==> config.mk <==
export PLATFORM = sky130hd
export DESIGN_NAME = bitfusion_column_ctrl
export DESIGN_NICKNAME = d
export VERILOG_FILES = /design/src/rtl/bitfusion_column_ctrl.sv
export SDC_FILE = /design/constraint.sdc
export NUM_CORES = 1
export LEC_CHECK = 0
export ABC_AREA = 1
export CORE_MARGIN = 2
export CORE_UTILIZATION = 40
export DETAILED_ROUTE_END_ITERATION = 8
export PLACE_DENSITY = 0.66
export REMOVE_ABC_BUFFERS = 1
export SYNTH_ARGS = -nofsm -noshare
export SYNTH_HDL_FRONTEND = slang
export SYNTH_SLANG_ARGS = --single-unit
==> constraint.sdc <==
create_clock -name clk -period 2.97 [get_ports clk]
set_input_delay 0.594 -clock clk [delete_from_list [all_inputs] [get_ports clk]]
set_output_delay 0.594 -clock clk [all_outputs]
set_load 0.1 [all_outputs]
==> src/rtl/bitfusion_column_ctrl.sv <==
// bitfusion_column_ctrl
//   Sequencer for one BitFusion column (16-PE chain, weight buffers, accumulator).
//   It latches the per-job configuration and drives the column-wide controls
//   (state, input_bitwidth, sign_x/y, signal). It fetches the weights, then
//   issues cfg_num_vec input vectors, tolerating bubbles on in_valid. Issued
//   vectors are tracked through the fixed-latency column pipeline so that
//   out_valid and done line up with the column's total_output.
//
// Ports
//   clk, reset        rising-edge clock, asynchronous active-high reset
//   start             job request, accepted only while IDLE
//   cfg_bitwidth      operand bitwidth (00 2b, 01 4b, 1x 8b)
//   cfg_sign_x/y      input / weight sign configuration
//   cfg_num_vec       vectors to issue (0 behaves as 1)
//   in_valid          input buffer holds a vector this cycle
//   in_rd             pop/issue strobe to the input buffer
//   w_rd              weight buffer read strobe (whole LOAD_W phase)
//   acc_clear         accumulator clear, one cycle on job acceptance
//   state             00 IDLE, 01 LOAD_W, 10 COMPUTE, 11 DRAIN
//   input_bitwidth    latched cfg_bitwidth
//   sign_x, sign_y    latched cfg_sign_x / cfg_sign_y
//   signal            SIG_* word selected by the latched bitwidth
//   out_valid         column output valid this cycle
//   busy              state != IDLE
//   done              pulse on the job's last out_valid

module bitfusion_column_ctrl #(
  parameter int          PIPE_DEPTH = 20,
  parameter int          WLOAD_CYC  = 2,
  parameter int          CNT_W      = 16,
  parameter logic [63:0] SIG_2B     = 64'h0,
  parameter logic [63:0] SIG_4B     = 64'h0,
  parameter logic [63:0] SIG_8B     = 64'h0
) (
  input  logic             clk,
  input  logic             reset,
  input  logic             start,
  input  logic [1:0]       cfg_bitwidth,
  input  logic [3:0]       cfg_sign_x,
  input  logic [3:0]       cfg_sign_y,
  input  logic [CNT_W-1:0] cfg_num_vec,
  input  logic             in_valid,
  output logic             in_rd,
  output logic             w_rd,
  output logic             acc_clear,
  output logic [1:0]       state,
  output logic [1:0]       input_bitwidth,
  output logic [3:0]       sign_x,
  output logic [3:0]       sign_y,
  output logic [63:0]      signal,
  output logic             out_valid,
  output logic             busy,
  output logic             done
);

  typedef enum logic [1:0] {
    S_IDLE    = 2'b00,
    S_LOAD_W  = 2'b01,
    S_COMPUTE = 2'b10,
    S_DRAIN   = 2'b11
  } state_t;

  // Weight-load cycle counter only needs to reach WLOAD_CYC-1.
  localparam int              WC_W   = (WLOAD_CYC > 2) ? $clog2(WLOAD_CYC) : 1;
  localparam logic [WC_W-1:0] W_LAST = WC_W'(WLOAD_CYC - 1);

  state_t cur_state;
  state_t nxt_state;

  logic [1:0]            bw_q;
  logic [3:0]            sx_q;
  logic [3:0]            sy_q;
  // Index of the last vector (num_vec-1, with 0 folded to 1) so that the
  // issue and retire comparisons need no subtractor on the hot path.
  logic [CNT_W-1:0]      last_idx_q;
  logic [CNT_W-1:0]      issue_cnt;
  logic [CNT_W-1:0]      retire_cnt;
  logic [WC_W-1:0]       wload_cnt;
  logic [PIPE_DEPTH-1:0] vld_sr;

  logic accept;
  logic issue;
  logic last_issue;
  logic drain_empty;

  // ------------------------------------------------------------------
  // State register
  // ------------------------------------------------------------------
  always_ff @(posedge clk or posedge reset) begin
    if (reset) begin
      cur_state <= S_IDLE;
    end else begin
      cur_state <= nxt_state;
    end
  end

  // ------------------------------------------------------------------
  // Next state and control strobes
  // ------------------------------------------------------------------
  always_comb begin
    nxt_state   = cur_state;
    accept      = 1'b0;
    issue       = 1'b0;
    last_issue  = 1'b0;
    w_rd        = 1'b0;
    busy        = 1'b1;
    // The pipeline bit that is about to fall off the end is the only one
    // allowed to be set: the edge that retires it also leaves DRAIN.
    drain_empty = (vld_sr[PIPE_DEPTH-2:0] == '0);

    unique case (cur_state)
      S_IDLE: begin
        busy = 1'b0;
        // Gated with reset so acc_clear stays low while reset is held.
        accept = start & ~reset;
        if (accept) begin
          nxt_state = S_LOAD_W;
        end
      end
      S_LOAD_W: begin
        w_rd = 1'b1;
        if (wload_cnt == W_LAST) begin
          nxt_state = S_COMPUTE;
        end
      end
      S_COMPUTE: begin
        // A bubble (in_valid low) neither issues nor stalls the pipeline.
        issue      = in_valid;
        last_issue = in_valid & (issue_cnt == last_idx_q);
        if (last_issue) begin
          nxt_state = S_DRAIN;
        end
      end
      S_DRAIN: begin
        if (drain_empty) begin
          nxt_state = S_IDLE;
        end
      end
      default: begin
        nxt_state = S_IDLE;
      end
    endcase
  end

  // ------------------------------------------------------------------
  // Config latches, counters and the valid shift register
  // ------------------------------------------------------------------
  always_ff @(posedge clk or posedge reset) begin
    if (reset) begin
      bw_q       <= '0;
      sx_q       <= '0;
      sy_q       <= '0;
      last_idx_q <= '0;
      issue_cnt  <= '0;
      retire_cnt <= '0;
      wload_cnt  <= '0;
      vld_sr     <= '0;
    end else begin
      // Shifted every cycle in every state; bit 0 captures this cycle's issue.
      vld_sr <= {vld_sr[PIPE_DEPTH-2:0], issue};

      if (accept) begin
        bw_q       <= cfg_bitwidth;
        sx_q       <= cfg_sign_x;
        sy_q       <= cfg_sign_y;
        last_idx_q <= (cfg_num_vec == '0) ? '0 : (cfg_num_vec - CNT_W'(1));
        issue_cnt  <= '0;
        retire_cnt <= '0;
        wload_cnt  <= '0;
      end else begin
        if (cur_state == S_LOAD_W) begin
          wload_cnt <= wload_cnt + WC_W'(1);
        end
        if (issue) begin
          issue_cnt <= issue_cnt + CNT_W'(1);
        end
        if (out_valid) begin
          retire_cnt <= retire_cnt + CNT_W'(1);
        end
      end
    end
  end

  // ------------------------------------------------------------------
  // Outputs
  // ------------------------------------------------------------------
  assign in_rd          = issue;
  assign acc_clear      = accept;
  assign state          = cur_state;
  assign input_bitwidth = bw_q;
  assign sign_x         = sx_q;
  assign sign_y         = sy_q;
  assign out_valid      = vld_sr[PIPE_DEPTH-1];
  assign done           = out_valid & (retire_cnt == last_idx_q);

  always_comb begin
    signal = SIG_8B;
    case (bw_q)
      2'b00:   signal = SIG_2B;
      2'b01:   signal = SIG_4B;
      default: signal = SIG_8B;
    endcase
  end

endmodule

==> results.cfg <==
[cts]
cts_buffers = 9
htree_num_levels = 3
clk_path_buf_depth = 2
cts_tree = done
cts_setup_buffers = 0
clock_latency_ps = 340
cts_resized = 0
cts-hold-fix-buffers = 0
clock_sinks = 81
clock-root-buffer = clkbuf_16
path_clk_slew_ps = 60

[grt]
grt_start_max_net_pins = 60
grt_pass1_vias = 3597
grt_pass1_wl_um = 17300
antenna_found_initial = 0
grt.total_usage_pct = 16.8
overflow = 0

[synthesis]
ys_types = 42
netlist.area_leader.share_pct = 42.1
yosysWarnings = 0
synth_area_um2 = 4820
yosys.area.top_type = dfrtp_1
synthSimpleGateAreaFrac_pct = 24.5
netlist_instances = 593
synth_compound_area_share_pct = 11.0
synth_top_family_by_area = simple AND/OR/NAND/NOR gates
synth_mux_area_share_pct = 0
synth_fa_ha_area_share_pct = 1.82
synthFlopType = dfrtp_1
synth_edf_count = 0
synthTopCellsByArea = dfrtp_1, buf_4, nand2_1
syn_area_per_cell_um2 = 8.12
async_reset_ff_share_pct = 100
ys_ff_latch = 81
synth-seq-area-share_pct = 42.1
synth-xor-area-share_pct = 3.45

[worst_setup_path]
cp_max_fo = 6
crit_type = register to primary output
worstReg2RegStart = state[1]$_DFFE_PP0P_
arrival_ps = 1880
path_cells = inv_1 > o21ai_0 > nor4_1 > nand3_1 > nor2_1 > buf_12
max_stage_delay_ps = 380
rr_endpoint = retire_cnt[10]$_DFFE_PP0P_
required_ps = 2380
cp-start-kind = register
r2r_slack_ps = 990
crit_slowest_cell = dfrtp_1
reg2reg_depth = 8
end_kind = primary output

[power_and_ir_drop]
swShare_pct = 49.5
combPwrFrac_pct = 46.9
clkPwrFrac_pct = 20.0
seq_power_share_pct = 33.0
fin_total_pwr_uw = 5170
power_switching_uw = 2560
p_int_uw = 2610
peakVddDrop_mv = 0.380
p_per_area_nw_per_um2 = 940
p_leak_uw = 0.00266

[worst_hold_path]
min_path_type = register to register
worst_hold_path.num_cells = 0
hold_path_end = vld_sr[5]$_DFF_PP0_
hp-start = vld_sr[4]$_DFF_PP0_

[cells_and_area]
area_growth_pct = 14.2
insertedDiodeCount = 0
fin_cells = 799
drive_above_1_share_pct = 12.0
fin_util_pct = 46.4
nets = 684

[timing]
fmax_mhz = 404
hold_violations = 0
worst_pin_slew_ps = 609
relSlewSlack_pct = 59.1
rsz0062_at_grt = false
setup_viol = 0
layout_setup_ws_ps = 497
finClkSkew_ps = 6.70
fin_crit_sh_pct = 83.3
slew_violations = 0
finalSetupTns_ps = 0
layout_min_cycle_time_ps = 2470

[run]
max-cap-violations = 0

[floorplan]
coreArea_um2 = 11900
rows = 40
die-height_um = 114
dieArea_um2 = 12900
die_w_um = 114
start_util_pct = 40.6
num_io_pins = 112

[placed_design]
place_ws_ps = 444
post-dp-hpwl_um = 7960
dp.cells = 783
place_congestion = 0.892
port_buffers = 47

[drt]
via_count = 3865
drt-vias-per-instance = 4.84
detail_route.wl_per_cell_um = 13.0
dr.pass1.iters = 5
post-route-drc-count = 0
finalWirelength_um = 10400
drt_iter0_markers = 229
antenna_left = 0

[outcome]
outcome = finished clean
[state kept, by name (all words and copies together) (netlist names)]
register / flops
vld_sr: 20
issue_cnt: 16
last_idx_q: 16
retire_cnt: 16
sign_x: 4
sign_y: 4
input_bitwidth: 2
state: 2
wload_cnt: 1
[layout make-up]
class | instances | area (µm²)
Tap cell | 147 | 184
Multi-Input combinational cell | 426 | 2200
Timing Repair Buffer | 54 | 528
Clock buffer | 9 | 225
Inverter | 75 | 282
Fill cell | 1157 | 6360
Clock inverter | 7 | 53.8
Sequential cell | 81 | 2030
[routing by layer]
layer | track usage [%] | wire length, µm
met1 | 22.6 | 4590
met2 | 27.4 | 5080
met3 | 3.08 | 501
met4 | 5.93 | 184
met5 | 0 | 0
[placed cells by master (no fill, tap or decap), drive strengths merged, types with 20 or more instances in the layout]
master | netlist | routed
a21oi | 20 | 20
nor2 | 54 | 54
nand3 | 29 | 29
o21ai | 32 | 32
inv | 74 | 76
conb | 1 | 64
clkdlybuf4s50 | 0 | 29
dfrtp | 81 | 81
buf | 71 | 25
nand2 | 132 | 132
[cell usage after synthesis, drive strengths merged (2+ instances only)]
master  number
o22ai       16
clkbuf       3
nor3        19
nand2      132
dfrtp       81
or2          2
nand4       17
nand3       29
xor2        12
buf         71
a21oi       20
a221oi       3
xnor2        7
o21ai       32
inv         74
ha           7
a31oi        2
nor4         2
nor2        54
[how the worst max path moves through the flow]
stage	startpoint	endpoint	slack (ps)	cells past startpoint
after floorplan	state[0]$_DFFE_PP0P_	retire_cnt[1]$_DFFE_PP0P_	-1380	9
after global placement	cfg_num_vec[0]	last_idx_q[12]$_DFFE_PP0P_	510	9
after detailed placement	cfg_num_vec[0]	last_idx_q[12]$_DFFE_PP0P_	440	9
after CTS	retire_cnt[9]$_DFFE_PP0P_	done	480	6
after global routing	retire_cnt[9]$_DFFE_PP0P_	done	300	6
final	retire_cnt[9]$_DFFE_PP0P_	done	500	6
[kinds of logic after synthesis]
family / Yosys count
other cells: 1
fa+ha+maj: 7
simple gates: 256
compound gates: 80
flops: 81
xor+xnor: 19
buf+inv: 149
[through the flow]
stage / area, µm² / hold WS, ps
floorplan: 4510 / 354
global placement: 5220 / 360
detailed placement: 5220 / 360
CTS: 5500 / 374
global route: 5500 / 382
finish: 5500 / 372
[power groups by stage]
| stage | Sequential (µW) | Clock (µW) | Combinational (µW) |
|---|---|---|---|
| after floorplan | 2220 | 0 | 1370 |
| after CTS | 1710 | 1060 | 2440 |
| after global placement | 1720 | 0 | 2400 |
| after detailed placement | 1730 | 0 | 2430 |
| after global routing | 1750 | 1100 | 2620 |
| final | 1710 | 1040 | 2430 |
[worst max-delay path, delay by kind of cell, from the launching register on]
| kind | cells | cell delay, ps |
|---|---|---|
| compound gates | 1 | 110 |
| buf+inv | 2 | 410 |
| flops | 1 | 380 |
| simple gates | 3 | 640 |
No activity file was read; power rests on OpenSTA's default activity.
